## src/rtl/ibr128_stream_ctrl.sv

```systemverilog
// Purpose: streams 32-bit words into 128-bit blocks for an opmode cipher core and streams results back out.
// Latency: RUN starts the cycle after the 4th input word; the first output word is valid the cycle after cipherReady.
// Backpressure: inReady is low from the 4th input word until the 4th output word; outData holds while outReady=0.
//
// Ports:
//   Clk, RstN                 - rising-edge clock, asynchronous active-low reset
//   inValid/inData/inLast     - upstream words (inLast sampled on the 4th word of a block)
//   inReady                   - upstream accept
//   blkEnable/blkFB/blkText   - opmode Enable, first-block flag and 128-bit input block
//   cipherText/cipherReady    - opmode result and its valid strobe (only honoured in RUN)
//   outValid/outData/outLast  - downstream words, outLast on the 4th word of a final block
//   outReady                  - downstream accept
//   busy                      - high while a block is in RUN or DRAIN
//   timeoutErr                - sticky RUN timeout flag
// Optional feature: define IBR128_STREAM_TIMEOUT_EN to abort RUN after TIMEOUT_CYCLES cycles.
module ibr128_stream_ctrl #(
  parameter int TIMEOUT_CYCLES = 1024
) (
  input  logic         Clk,
  input  logic         RstN,
  input  logic         inValid,
  input  logic [31:0]  inData,
  input  logic         inLast,
  output logic         inReady,
  output logic         blkEnable,
  output logic         blkFB,
  output logic [127:0] blkText,
  input  logic [127:0] cipherText,
  input  logic         cipherReady,
  output logic         outValid,
  output logic [31:0]  outData,
  output logic         outLast,
  input  logic         outReady,
  output logic         busy,
  output logic         timeoutErr
);

  localparam logic [1:0] S_COLLECT = 2'd0;
  localparam logic [1:0] S_RUN     = 2'd1;
  localparam logic [1:0] S_DRAIN   = 2'd2;

  logic [1:0]   state;
  logic [1:0]   in_cnt;
  logic [1:0]   out_cnt;
  logic         first_flag;
  logic         last_flag;
  logic         rdy_q;
  logic [127:0] text_q;
  logic [127:0] out_q;
  logic [31:0]  out_word;
  logic         in_fire;
  logic         out_fire;

`ifdef IBR128_STREAM_TIMEOUT_EN
  localparam int TMO_W = $clog2(TIMEOUT_CYCLES + 1);
  logic [TMO_W-1:0] tmo_cnt;
  logic             tmo_hit;
  logic             tmo_err;

  // Counts RUN cycles; hit on the last permitted RUN cycle so Enable is high exactly TIMEOUT_CYCLES cycles.
  assign tmo_hit = (tmo_cnt == TMO_W'(TIMEOUT_CYCLES - 1));

  always_ff @(posedge Clk or negedge RstN) begin
    if (!RstN) begin
      tmo_cnt <= '0;
    end else if (state == S_RUN) begin
      tmo_cnt <= tmo_cnt + TMO_W'(1);
    end else begin
      tmo_cnt <= '0;
    end
  end

  assign timeoutErr = tmo_err;
`else
  assign timeoutErr = 1'b0;
`endif

  assign in_fire  = inValid && rdy_q;
  assign out_fire = (state == S_DRAIN) && outReady;

  always_ff @(posedge Clk or negedge RstN) begin
    if (!RstN) begin
      state      <= S_COLLECT;
      in_cnt     <= 2'd0;
      out_cnt    <= 2'd0;
      first_flag <= 1'b1;
      last_flag  <= 1'b0;
      rdy_q      <= 1'b0;
      text_q     <= '0;
      out_q      <= '0;
`ifdef IBR128_STREAM_TIMEOUT_EN
      tmo_err    <= 1'b0;
`endif
    end else begin
      case (state)
        S_COLLECT: begin
          // rdy_q is registered so that inReady stays low while reset is applied.
          rdy_q <= 1'b1;
          if (in_fire) begin
            case (in_cnt)
              2'd0:    text_q[127:96] <= inData;
              2'd1:    text_q[95:64]  <= inData;
              2'd2:    text_q[63:32]  <= inData;
              default: text_q[31:0]   <= inData;
            endcase
            in_cnt <= in_cnt + 2'd1;
            if (in_cnt == 2'd3) begin
              last_flag <= inLast;
              rdy_q     <= 1'b0;
              state     <= S_RUN;
            end
          end
        end
        S_RUN: begin
          if (cipherReady) begin
            out_q   <= cipherText;
            out_cnt <= 2'd0;
            state   <= S_DRAIN;
          end
`ifdef IBR128_STREAM_TIMEOUT_EN
          else if (tmo_hit) begin
            // Abandon the block; the next block restarts a message.
            tmo_err    <= 1'b1;
            first_flag <= 1'b1;
            rdy_q      <= 1'b1;
            state      <= S_COLLECT;
          end
`endif
        end
        S_DRAIN: begin
          if (out_fire) begin
            out_cnt <= out_cnt + 2'd1;
            if (out_cnt == 2'd3) begin
              first_flag <= last_flag;
              rdy_q      <= 1'b1;
              state      <= S_COLLECT;
            end
          end
        end
        default: begin
          state <= S_COLLECT;
        end
      endcase
    end
  end

  always_comb begin
    case (out_cnt)
      2'd0:    out_word = out_q[127:96];
      2'd1:    out_word = out_q[95:64];
      2'd2:    out_word = out_q[63:32];
      default: out_word = out_q[31:0];
    endcase
  end

  // Decoded straight from state so a reset drops Enable without waiting for a clock.
  assign inReady   = rdy_q;
  assign blkEnable = (state == S_RUN);
  assign blkFB     = (state == S_RUN) && first_flag;
  assign blkText   = text_q;
  assign outValid  = (state == S_DRAIN);
  assign outData   = (state == S_DRAIN) ? out_word : 32'd0;
  assign outLast   = (state == S_DRAIN) && (out_cnt == 2'd3) && last_flag;
  assign busy      = (state != S_COLLECT);

endmodule

```

## config.mk

```make
export PLATFORM = sky130hd
export DESIGN_NAME = ibr128_stream_ctrl
export DESIGN_NICKNAME = d
export VERILOG_FILES = /design/src/rtl/ibr128_stream_ctrl.sv
export SDC_FILE = /design/constraint.sdc
export NUM_CORES = 1
export LEC_CHECK = 0
export BUFFER_PORTS_ARGS = -buffer_cell sky130_fd_sc_hd__buf_2
export CAP_MARGIN = 20
export CORE_ASPECT_RATIO = 1.25
export CORE_UTILIZATION = 26
export CTS_CLUSTER_DIAMETER = 40
export CTS_CLUSTER_SIZE = 12
export DETAILED_ROUTE_END_ITERATION = 10
export HOLD_SLACK_MARGIN = 0.02
export PLACE_DENSITY_LB_ADDON = 0.12
export SYNTH_ARGS = -nofsm -noshare
export SYNTH_HDL_FRONTEND = slang
export SYNTH_SLANG_ARGS = --single-unit
```

## constraint.sdc

```tcl
create_clock -name Clk -period 2.7 [get_ports Clk]
set_clock_uncertainty 0.15 [all_clocks]
set_input_delay 0.405 -clock Clk [delete_from_list [all_inputs] [get_ports Clk]]
set_output_delay 0.405 -clock Clk [all_outputs]
set_load 0.02 [all_outputs]
```

# After elaboration in Yosys (flattened, before gate mapping)

Index checks and enable logic that the tools add are counted.

Register bits after elaboration: 265
Input bits: 166
Output and inout bits: 167
Word-level logic and storage cells: 66

Add/subtract/negate cells: 2
Equal/unequal tests: 13
Muxes and demuxes: 16
Bitwise logic cells: 1
Reduce and logical (&&, ||, !) cells: 23

Operators with widths:

| cell                                                 | number |
|---|---|
| case mux 32 bit (3 select lines)                     | 1 |
| 2-to-1 mux 32 bit                                    | 1 |
| AND reduction 3 bit                                  | 8 |
| 2-to-1 mux 2 bit                                     | 7 |
| equality test 2 bit (second input constant)          | 5 |
| equality test 2 x 1 -> 1 bit (second input constant) | 3 |
| zero test 2 bit                                      | 3 |
| != test 2 x 1 -> 1 bit (second input constant)       | 3 |
| case mux 2 bit (3 select lines)                      | 1 |
| nonzero test 2 bit                                   | 3 |
| logical AND 1 bit                                    | 5 |
| AND reduction 5 bit                                  | 1 |
| adder 2 x 1 -> 2 bit (second input constant)         | 2 |
| 2-to-1 mux 1 bit                                     | 4 |
| != test 2 bit (second input constant)                | 2 |
| case mux 2 bit (2 select lines)                      | 1 |
| AND reduction 2 bit                                  | 2 |
| OR reduction 3 bit                                   | 1 |
| case mux 1 bit (2 select lines)                      | 1 |
| NOT 1 bit                                            | 1 |

# Longest topological paths before layout

Depth in word-level cells: 4
Gate-level depth with buffers: 6
Gate-level depth less buffers: 4

# Least setup slack after synthesis

No wires, ideal clock.

Path type: reg-to-output
Start: reg state[0]
End: out outData[21]
Data arrival time: 1607 ps
Data required time: 2145 ps
Slack: 538 ps
Stages on the path, launching flop included: 6
Path buffers: 2
Path through: dfrtp_1 nor2b_1 clkbuf_1 nand2b_1 clkbuf_1 o2bb2ai_1

Longest elaborated chain between the ends: 2

Ends and longest elaborated chain:

| element                | RTL line | text |
|---|---|---|
| start, declared        | 42       | `logic [1:0] state;` |
| start signal, assigned | 83       | `state <= S_COLLECT;` |
| start signal, assigned | 110      | `state <= S_RUN;` |
| start signal, assigned | 118      | `state <= S_DRAIN;` |
| equality test 2 bit    | -        |  |
| net outValid           | 30       | `output logic outValid,` |
| 2-to-1 mux 32 bit      | 162      | `assign outData = (state == S_DRAIN) ? out_word : 32'd0;` |
| end, declared          | 31       | `output logic [31:0] outData,` |

The timed path passes the listed nets, and every way through them passes these cells.

# Worst setup path after layout

Start: reg out_cnt[1]
End: out outData[19]

Longest elaborated chain between the ends: 3
Elaborated cells between the ends (all ways): 5
Classes of those cells: eq/ne: 2; mux: 2; reduce/logical: 1

Ends and longest elaborated chain:

| element                                           | RTL line | text |
|---|---|---|
| start, declared                                   | 44       | `logic [1:0] out_cnt;` |
| start signal, assigned                            | 132      | `out_cnt <= out_cnt + 2'd1;` |
| equality test 2 bit, or another cell as far along | 148      | `case (out_cnt)` |
| case mux 32 bit (3 select lines) (*)              | 148      |  |
| 2-to-1 mux 32 bit (*)                             | 162      |  |

Every way passes the cells marked *; elsewhere a longest branch is shown, timed or not.

==> results.cfg <==
[final_layout]
finalCoreUtilization_pct = 41.10
final_cell_count_no_fill = 1782
drive_above_1_share_pct = 58.09
register_area_um2 = 6634
syn_to_final_growth_pct = 55.32
multi_input_area_um2 = 3870
fill_cells = 3894
num_antenna_cells = 0
fin_nets = 1373

[setup_path]
critPathBufInv = 3
required_ns = 2.14
critPathArrivalTime_ns = 2.12
r2r.worst_path.cells = 4
path_cells = inv_2 -> ha_4 -> buf_12 -> a222oi_1 -> o2bb2ai_1 -> buf_4
r2r_slack_ns = 0.64
rr_startpoint = state[0]$_DFFE_PN0P_
setup.worst_path.end_class = output port
crit_slowest_cell = a222oi_1
rr_endpoint = blkText[13]$_DFFE_PN0P_
cp_max_fo = 8
critPathTopFamily = compound AO/OA/AOI/OAI gates
slowest_delay_ns = 0.43
crit_path_start_kind = flop
path_class = reg2out

[cts]
clkSlewWorstSetupHoldPaths_ns = 0.05
cts_sinks = 265
htree_levels = 2
clock_path_buffers = 3
clk_latency_ns = 0.54
tritoncts = built
root_buffer = clkbuf_16
cts_buffers = 47

[logic_synthesis]
netlist_instances = 675
syn_nets = 849
synth_top_area_cell = dfrtp_1
ys_warn_count = 0
avgSynthCellArea_um2 = 15.81
synth_area_leaders = dfrtp_1 (62%), mux2_2 (27%), a222oi_1 (3.0%), o2bb2ai_1 (2.6%), buf_4 (0.99%)
synth.distinct_cells = 26
syn_area_um2 = 10670
yosysTopAreaCellShare_pct = 61.92
yosys_register_bits = 265
seq_area_frac_synth_pct = 62.17

[pwr]
powerDensity_nw_per_um2 = 1239
peakVddDrop_mv = 0.5631
power_mw = 20.54
power_leakage_nw = 7.714

[route]
vias = 7886
via_per_inst = 4.425
drt_iter0_drc = 353
antenna_left = 0
routedWlPerCell_um = 18.60
drt-total-wl_um = 33150
drc = 0
dr.pass1.iters = 6

[place]
dp.cells = 1527
hpwl_um = 20660
io_buffers = 331
place.gp.congestion = 0.6926

[timing]
timing.fmax_mhz = 374.1
final-setup-viol-count = 0
fin_crit_ns = 2.673
maxSlewHeadroom_pct = 66.19
hold_viol = 0
worst_pin_slew_ns = 0.5056
hold_slack_ns = 0.2586
finalMaxSlewViolations = 0
timing.final.crit_share_pct = 98.99
rsz0062_at_grt = true

[grt]
grt_pass1_vias = 8803
grt_pass1_wl_um = 51030
grt_start_max_net_pins = 67
antenna_found_initial = 1
gr-total-overflow = 0
grt.total_usage_pct = 15.76

[job]
max_cap_violations = 0

[floorplan]
initial_utilization_pct = 26.46
ios = 333
dieArea_um2 = 41850
die_w_um = 183.2
fp.dieH_um = 228.5
core_um2 = 40320
num_rows = 82

[run_status]
outcome = finished, final reports clean

[min_path]
hp-class = in2async
==> per-layer routing <==
metal | vias up | routed length (µm) | track usage, %
li1 | 3569 | - | -
met1 | 3979 | 14020 | 19.57
met2 | 291 | 15840 | 26.19
met3 | 47 | 2654 | 4.844
met4 | 0 | 627 | 4.531
met5 | - | 0 | 0
==> through the flow <==
stage	worst slack [ns]	instance area (µm²)	setup TNS (ns)
after floorplan	0.5379	10670	0
after global placement	0.4329	13050	0
after detailed placement	0.4189	13050	0
after CTS	-0.04007	16490	-0.1845
after global routing	-0.08081	16570	-0.8219
final	0.02714	16570	0
==> registers in the layout (all words and copies together) (netlist names) <==
register	flops
out_cnt	2
last_flag	1
blkText	128
state	2
first_flag	1
inReady	1
out_q	128
in_cnt	2
==> cell usage after synthesis <==
cell type	n
clkbuf_1	13
nand3_1	4
ha_1	8
buf_4	14
nor2b_1	1
and3_1	1
xnor2_1	1
inv_1	5
and2_1	2
or2_2	1
a21oi_1	1
nand3b_1	2
dfrtp_1	264
dfstp_2	1
nand2b_1	2
buf_2	17
nand2_1	8
conb_1	1
a222oi_1	32
o2bb2ai_1	32
and4bb_2	1
mux2_2	258
o21ai_0	3
clkbuf_2	1
o21a_1	1
nand2_2	1
==> worst max-delay path by stage <==
| stage | from | end | cells past startpoint |
|---|---|---|---|
| global route | out_cnt[1]$_DFFE_PN0P_ | outData[8] | 6 |
| CTS | out_cnt[1]$_DFFE_PN0P_ | outData[19] | 6 |
| detailed placement | out_cnt[0]$_DFFE_PN0P_ | outData[19] | 6 |
| floorplan | state[0]$_DFFE_PN0P_ | outData[21] | 5 |
| finish | out_cnt[1]$_DFFE_PN0P_ | outData[19] | 6 |
| global placement | out_cnt[0]$_DFFE_PN0P_ | outData[19] | 6 |
==> where the power goes <==
part	internal [mW]	leakage, nW	switching (mW)
combinational	3.61	3.73	3.97
sequential	5.98	3.20	1.04
clock	3.88	0.788	2.06
total	13.5	7.71	7.07
==> layout by cell type (no fill, tap or decap), drive strengths merged, types with 8 or more instances in the layout <==
master       synthesis  layout
mux2               258     258
buf                 31     355
clkbuf              14      60
dfrtp              264     264
clkinv               0      15
o2bb2ai             32      32
dlygate4sd3          0     164
nand2                9       9
a222oi              32      32
ha                   8       8
inv                  5       8
==> kinds of logic (layout without fill, tap and decap cells) <==
| family | count (synthesis) | in the layout | synth area share [%] |
|---|---|---|---|
| buffers and inverters | 50 | 611 | 2.463 |
| and+or+nand+nor | 23 | 23 | 1.196 |
| adders and majority gates | 8 | 8 | 0.9382 |
| xor gates and xnor gates | 1 | 1 | 0.08211 |
| DFF | 265 | 265 | 62.17 |
| muxes | 258 | 258 | 27.23 |
| other | 1 | 1 | 0.03515 |
| AOI/OAI and AO/OA | 69 | 69 | 5.887 |
==> what timing repair did <==
action / CTS / global route
pin swaps: 20 / 7
hold buffers: 164 / 0
buffers inserted: 1 / 0
endpoints found under the hold margin: 306 / 0
endpoints found under the setup margin: 32 / 32
gates resized for setup: 23 / 21
gates cloned: 3 / 1
==> final cells by class <==
type | instances | share of cell area (%)
clock buffer | 59 | 8.049
clock inverter | 27 | 1.631
inverter | 5 | 0.1284
multi-input combinational | 360 | 23.35
sequential | 265 | 40.03
tap | 546 | 4.123
timing repair buffer | 520 | 22.68
Power figures use the tool's default switching activity.
